--- config.mk ---
export PLATFORM = sky130hd
export DESIGN_NAME = decode_stage
export DESIGN_NICKNAME = d
export VERILOG_FILES = /design/src/rtl/decode_stage.sv
export SDC_FILE = /design/constraint.sdc
export NUM_CORES = 2
export LEC_CHECK = 0
export BUFFER_PORTS_ARGS = -buffer_cell sky130_fd_sc_hd__buf_2
export CAP_MARGIN = 20
export CORE_MARGIN = 2
export CORE_UTILIZATION = 57
export DETAILED_ROUTE_END_ITERATION = 8
export GPL_TIMING_DRIVEN = 0
export MAX_ROUTING_LAYER = met4
export PLACE_DENSITY = 0.79
export SLEW_MARGIN = 20
export SYNTH_ARGS = -nofsm -noshare
export SYNTH_HDL_FRONTEND = slang
export SYNTH_SLANG_ARGS = --single-unit
--- constraint.sdc ---
create_clock -name clk -period 1.99 [get_ports clk]
set_input_delay 0.199 -clock clk [delete_from_list [all_inputs] [get_ports clk]]
set_output_delay 0.199 -clock clk [all_outputs]
set_load 0.02 [all_outputs]
--- src/rtl/decode_stage.sv ---
// RV32I decode stage: register file, immediate/ALU-control decode, load-use interlock and a one-entry skid buffer.
// Optional macro DECODE_WB_BYPASS_EN forwards same-cycle writeback data into the captured operands.
module decode_stage #(
    parameter int XLEN       = 32,
    parameter int ADDR_WIDTH = 32
) (
    input  logic                    clk,
    input  logic                    rst_n,
    input  logic [ADDR_WIDTH+31:0]  i_if_pkt_data,
    input  logic                    i_if_valid,
    output logic                    o_if_ready,
    input  logic                    i_flush,
    input  logic                    i_wr,
    input  logic [4:0]              i_rd,
    input  logic [XLEN-1:0]         i_write_data,
    input  logic                    i_ex_load_valid,
    input  logic [4:0]              i_ex_load_rd,
    output logic                    o_ex_valid,
    input  logic                    i_ex_ready,
    output logic [XLEN-1:0]         o_rs1_data,
    output logic [XLEN-1:0]         o_rs2_data,
    output logic [XLEN-1:0]         o_imm_data,
    output logic [4:0]              o_rd,
    output logic [6:0]              o_opcode,
    output logic [2:0]              o_func3,
    output logic [3:0]              o_alu_ctrl,
    output logic [ADDR_WIDTH-1:0]   o_pc
);

    localparam logic [6:0] OPC_LUI    = 7'b0110111;
    localparam logic [6:0] OPC_AUIPC  = 7'b0010111;
    localparam logic [6:0] OPC_JAL    = 7'b1101111;
    localparam logic [6:0] OPC_JALR   = 7'b1100111;
    localparam logic [6:0] OPC_BRANCH = 7'b1100011;
    localparam logic [6:0] OPC_LOAD   = 7'b0000011;
    localparam logic [6:0] OPC_STORE  = 7'b0100011;
    localparam logic [6:0] OPC_OPIMM  = 7'b0010011;
    localparam logic [6:0] OPC_OP     = 7'b0110011;

    typedef struct packed {
        logic [XLEN-1:0]       rs1_data;
        logic [XLEN-1:0]       rs2_data;
        logic [XLEN-1:0]       imm;
        logic [4:0]            rd;
        logic [6:0]            opcode;
        logic [2:0]            func3;
        logic [3:0]            alu_ctrl;
        logic [ADDR_WIDTH-1:0] pc;
    } dec_t;

    function automatic logic signed [XLEN-1:0] imm_gen(input logic [31:0] ins);
        logic signed [31:0] imm32;
        imm32 = '0;
        case (ins[6:0])
            OPC_OPIMM, OPC_LOAD, OPC_JALR: imm32 = {{20{ins[31]}}, ins[31:20]};
            OPC_STORE:                     imm32 = {{20{ins[31]}}, ins[31:25], ins[11:7]};
            OPC_BRANCH:                    imm32 = {{19{ins[31]}}, ins[31], ins[7], ins[30:25], ins[11:8], 1'b0};
            OPC_LUI, OPC_AUIPC:            imm32 = {ins[31:12], 12'b0};
            OPC_JAL:                       imm32 = {{11{ins[31]}}, ins[31], ins[19:12], ins[20], ins[30:21], 1'b0};
            default:                       imm32 = '0;
        endcase
        return XLEN'(imm32);
    endfunction

    function automatic logic [3:0] alu_gen(input logic [31:0] ins);
        case (ins[6:0])
            OPC_OP:    alu_gen = {ins[30], ins[14:12]};
            OPC_OPIMM: alu_gen = {(ins[14:12] == 3'b101) ? ins[30] : 1'b0, ins[14:12]};
            default:   alu_gen = 4'b0000;
        endcase
    endfunction

    // Bit 0: rs1 is read, bit 1: rs2 is read. Unknown opcodes are treated as reading both.
    function automatic logic [1:0] rs_use(input logic [6:0] opc);
        case (opc)
            OPC_LUI, OPC_AUIPC, OPC_JAL:   rs_use = 2'b00;
            OPC_OPIMM, OPC_LOAD, OPC_JALR: rs_use = 2'b01;
            default:                       rs_use = 2'b11;
        endcase
    endfunction

    logic [XLEN-1:0]       rf [32];
    logic [31:0]           instr_p0;
    logic [ADDR_WIDTH-1:0] pc_p0;
    logic [4:0]            rs1_p0;
    logic [4:0]            rs2_p0;
    logic [1:0]            use_p0;
    logic                  hazard_p0;
    logic                  xfer_p0;
    dec_t                  dec_p0;
    dec_t                  skid_p1;
    logic                  skid_vld_p1;
    dec_t                  out_p2;
    logic                  vld_p2;

    assign instr_p0 = i_if_pkt_data[31:0];
    assign pc_p0    = i_if_pkt_data[ADDR_WIDTH+31:32];
    assign rs1_p0   = instr_p0[19:15];
    assign rs2_p0   = instr_p0[24:20];
    assign use_p0   = rs_use(instr_p0[6:0]);

    assign hazard_p0 = i_ex_load_valid && (i_ex_load_rd != 5'd0) &&
                       ((use_p0[0] && (i_ex_load_rd == rs1_p0)) ||
                        (use_p0[1] && (i_ex_load_rd == rs2_p0)));

    assign o_if_ready = ~skid_vld_p1 & ~hazard_p0;
    assign xfer_p0    = i_if_valid & o_if_ready;

    // Register file; x0 is never written so it always reads zero.
    always_ff @(posedge clk or negedge rst_n) begin
        if (!rst_n) begin
            for (int i = 0; i < 32; i++) rf[i] <= '0;
        end else if (i_wr && (i_rd != 5'd0)) begin
            rf[i_rd] <= i_write_data;
        end
    end

    always_comb begin
        dec_p0.rs1_data = (rs1_p0 == 5'd0) ? '0 : rf[rs1_p0];
        dec_p0.rs2_data = (rs2_p0 == 5'd0) ? '0 : rf[rs2_p0];
`ifdef DECODE_WB_BYPASS_EN
        if (i_wr && (i_rd != 5'd0) && (i_rd == rs1_p0)) dec_p0.rs1_data = i_write_data;
        if (i_wr && (i_rd != 5'd0) && (i_rd == rs2_p0)) dec_p0.rs2_data = i_write_data;
`endif
        dec_p0.imm      = imm_gen(instr_p0);
        dec_p0.rd       = instr_p0[11:7];
        dec_p0.opcode   = instr_p0[6:0];
        dec_p0.func3    = instr_p0[14:12];
        dec_p0.alu_ctrl = alu_gen(instr_p0);
        dec_p0.pc       = pc_p0;
    end

    // p0 -> p1/p2: skid entry always drains before any new transfer is accepted.
    always_ff @(posedge clk or negedge rst_n) begin
        if (!rst_n) begin
            vld_p2      <= 1'b0;
            skid_vld_p1 <= 1'b0;
            out_p2      <= '0;
            skid_p1     <= '0;
        end else if (i_flush) begin
            vld_p2      <= 1'b0;
            skid_vld_p1 <= 1'b0;
        end else if (skid_vld_p1) begin
            if (i_ex_ready) begin
                out_p2      <= skid_p1;
                skid_vld_p1 <= 1'b0;
            end
        end else if (xfer_p0) begin
            if (!vld_p2 || i_ex_ready) begin
                out_p2 <= dec_p0;
                vld_p2 <= 1'b1;
            end else begin
                skid_p1     <= dec_p0;
                skid_vld_p1 <= 1'b1;
            end
        end else if (i_ex_ready) begin
            vld_p2 <= 1'b0;
        end
    end

    assign o_ex_valid = vld_p2;
    assign o_rs1_data = out_p2.rs1_data;
    assign o_rs2_data = out_p2.rs2_data;
    assign o_imm_data = out_p2.imm;
    assign o_rd       = out_p2.rd;
    assign o_opcode   = out_p2.opcode;
    assign o_func3    = out_p2.func3;
    assign o_alu_ctrl = out_p2.alu_ctrl;
    assign o_pc       = out_p2.pc;

endmodule
==> results.md <==
- Outcome: complete, but fails checks
- Failing checks: negative hold slack, negative setup slack
- Final Cell Area: 80200 µm²
- Max-cap viol count: 0
- Power per cell area: 1030 nW/µm²
- Nets: 5664
- Ys flop type: dfrtp_1
- DP Cell Count: 6748
- Via density: 7.21
- Pre-CTS worst setup slack: -2.15 ns
- Hold slack: -0.607 ns
- Initial antenna violation count: 13
- CTS tree: done
- Global placement routability congestion: 1.03
- Die Y: 347 µm
- Tot GR Track Use: 43.1%
- H-Tree Depth: 4
- Final Cycle Share: 113%
- Starting density of the core: 57.6%
- Overall Power: 82.5 mW
- Largest net degree at the start of global routing: 142
- Port Buffers: 255
- CTS Buf Count: 142
- Die Footprint: 120000 µm²
- Routed length per placed instance: 35.5 µm
- Delay of the slowest critical-path stage: 0.51 ns
- DR DRC count: 0
- Asr flop ratio synth: 100%
- Yosys reg bits: 1320
- Crit. End Element: flop
- WL met3: 38200 µm
- Via Count: 51900
- Average size of a mapped cell: 13.6 µm²
- FF+latch area: 33000 µm²
- Grt total ovfl: 0
- Clock latency on the worst-skew pair: 0.80 ns
- Area grow syn2layout: 19.5%
- Most area-consuming cells after synthesis: dfrtp_1 49%, mux2_2 18%, mux2i_1 8.9%, mux4_2 7.8%, a22oi_1 2.5%
- Min-Delay Path Class: input port to asynchronous set/reset pin
- Final hold vios: 452
- Max layer used: met4
- Number of top-level pins: 262
- Startpoint types: flop
- Slew Viols, Final: 0
- Min cycle time layout: 2.25 ns
- Number of global-route vias before repair: 52300
- Synthesized area: 67100 µm²
- First-pass GRT wire length: 363000 µm
- Rel. slew slack: 11.1%
- Post-synth EDFFs: 0
- # setup viols final: 169
- Dpl cell area: 71000 µm²
- Most instantiated library cell after synthesis: dfrtp_1
- Iteration-0 DRC count of the detailed router: 7504
- Syn_nets: 5064
- Worst EP required: 2.65 ns
- Share of the synthesized area in the top cell type: 49.2%
- Slowest-stage cell, CP: mux4_2
- Core Box Area: 117000 µm²
- Finished Layout Cells: 7203
- Wire length on met1: 89000 µm
- Layout cells sized above 1: 42.7%
- Maximum root-to-sink buffer count: 3
- CTS root buf: clkbuf_16
- Most frequent cells after synthesis: 1320 x dfrtp_1, 1044 x mux2_2, 597 x mux2i_1
- Worst Tran Pin Value: 1.33 ns
- Final clock skew: 0.0358 ns
- Clock transition at the registers of the reported paths: 0.06 ns
- Crit path kind: flop to flop
- Yosys warning count: 0
- Routed WL: 255000 µm
- Max VDD drop: 997 µV
- DRT antenna net count: 0
- Worst path cell trace: mux4_2 -> a22o_4 -> a2111oi_4 -> or3_4 -> nor3_2 -> a221o_1
- FMAX: 444 MHz
- Footprint of the multi-input gates: 33500 µm²
- Post-DP HPWL: 173000 µm
- Final core utilization: 68.8%
- FILL cells: 7751
- Pre-antenna DRT Iters: 6
- LEAKAGE: 36.3 nW
- Number of distinct library cells after synthesis: 69
- Post-Synthesis Cells: 4951
- Dominant cell type by area after synthesis: dfrtp_1
- Routed wl met2: 110000 µm
- Sequential area share after synthesis: 49.2%
- Die width: 347 µm
- RSZ-0062 raised after global routing: true
- Num rows: 125
- Final worst setup slack: -0.262 ns
- CTS sink count: 1320
- CP arrival: 2.91 ns
- Peak fanout along the critical path: 2
layer usage:
layer / vias to the layer above / global-route usage [%]
met4: 0 / 26.9
li1: 20100 / -
met3: 1156 / 19.7
met5: - / -
met2: 4183 / 59.9
met1: 26500 / 50.6
registers in the layout, indices dropped and copies added, names as in the netlist:
| register | cells |
|---|---|
| rf | 1024 |
| o_func3 | 3 |
| o_rs2_data | 32 |
| skid_p1 | 147 |
| skid_vld_p1 | 1 |
| o_pc | 32 |
| o_ex_valid | 1 |
| o_opcode | 7 |
| o_rs1_data | 32 |
| o_alu_ctrl | 4 |
| o_imm_data | 32 |
| o_rd | 5 |
cells by family (layout without fill, tap and decap cells):
family | count (synthesis) | after routing | share of synthesized area (%)
muxes | 1965 | 1965 | 35.8
AOI/OAI and AO/OA | 685 | 685 | 7.81
xor gates and xnor gates | 10 | 10 | 0.131
other | 0 | 16 | 0
DFF | 1320 | 1320 | 49.2
and+or+nand+nor | 380 | 380 | 3.21
buffers and inverters | 591 | 1303 | 3.81
power by group:
| part | internal (mW) | switching [mW] |
|---|---|---|
| clock network | 16.0 | 11.5 |
| logic | 9.31 | 9.37 |
| registers | 32.2 | 4.16 |
worst max-delay path, delay by kind of cell, from the launching register on:
| family | cells | cell delay (ns) |
|---|---|---|
| AO/OA/AOI/OAI | 3 | 0.96 |
| multiplexers | 1 | 0.51 |
| flip-flops | 1 | 0.39 |
| AND/OR/NAND/NOR | 2 | 0.27 |
through the flow:
| stage | hold WS (ns) | setup TNS (ns) |
|---|---|---|
| after global placement | 0.397 | - |
| after floorplan | -0.0966 | -9.15 |
| after detailed placement | 0.134 | -858.65 |
| after global routing | -0.582 | -14.25 |
| final | -0.607 | -14.86 |
| after CTS | -0.606 | -7.67 |
cell usage in the layout, fill, tap and decap left out, types with 21 or more instances in the layout:
| cell type | instances |
|---|---|
| dfrtp_1 | 1320 |
| mux2_2 | 1043 |
| mux2i_1 | 585 |
| buf_2 | 294 |
| mux4_2 | 231 |
| clkbuf_1 | 220 |
| a22oi_1 | 220 |
| buf_4 | 154 |
| clkbuf_16 | 147 |
| clkbuf_2 | 92 |
| dlygate4sd3_1 | 89 |
| o22ai_1 | 83 |
| mux2_1 | 81 |
| a21oi_1 | 64 |
| a221o_1 | 63 |
| inv_1 | 59 |
| nor2_1 | 54 |
| a22o_1 | 43 |
| o221a_1 | 43 |
| clkbuf_8 | 42 |
| or3_1 | 41 |
| buf_6 | 40 |
| clkbuf_4 | 40 |
| nand2_1 | 39 |
| a2111oi_4 | 39 |
| buf_1 | 38 |
| and3_1 | 37 |
| nand4_1 | 35 |
| or3_4 | 31 |
| buf_12 | 21 |
| nor3_2 | 21 |
| a21oi_2 | 21 |
final timing paths:
| path | cells past startpoint | slack, ns | end | startpoint |
|---|---|---|---|---|
| hold reg to reg | 1 | 0.48 | rf[1021]$_DFFE_PN0P_ | rf[1021]$_DFFE_PN0P_ |
| setup reg to reg | 6 | -0.26 | o_rs1_data[2]$_DFFE_PN0P_ | rf[2]$_DFFE_PN0P_ |
| min in group clk | 4 | 0.07 | skid_p1[35]$_DFFE_PN0P_ | i_if_pkt_data[5] |
| setup / recovery | 6 | -0.26 | o_rs1_data[2]$_DFFE_PN0P_ | rf[2]$_DFFE_PN0P_ |
| hold / removal | 2 | -0.61 | o_imm_data[7]$_DFFE_PN0P_ | rst_n |
| max in group asynchronous | 6 | 0.30 | rf[136]$_DFFE_PN0P_ | rst_n |
repair_timing:
| item | CTS | global route |
|---|---|---|
| hold buffers | 89 | 3 |
| buffers inserted | 68 | 23 |
| pin swaps | 113 | 42 |
| resized for setup | 509 | 167 |
| gates cloned | 1 | 3 |
| setup endpoints to repair | 432 | 415 |
| hold endpoints to repair | 691 | 297 |
final cells by class:
type                    count  area share [%]
flip-flops and latches   1320            41.2
multi-input cells        3040            41.8
repair buffers            461            4.25
clock inverters            39           0.665
inverters                  60           0.286
plain buffers             526            4.09
diodes                     16          0.0499
clock buffers             217            5.31
well taps                1524            2.38
No activity file was read; power rests on OpenSTA's default activity.
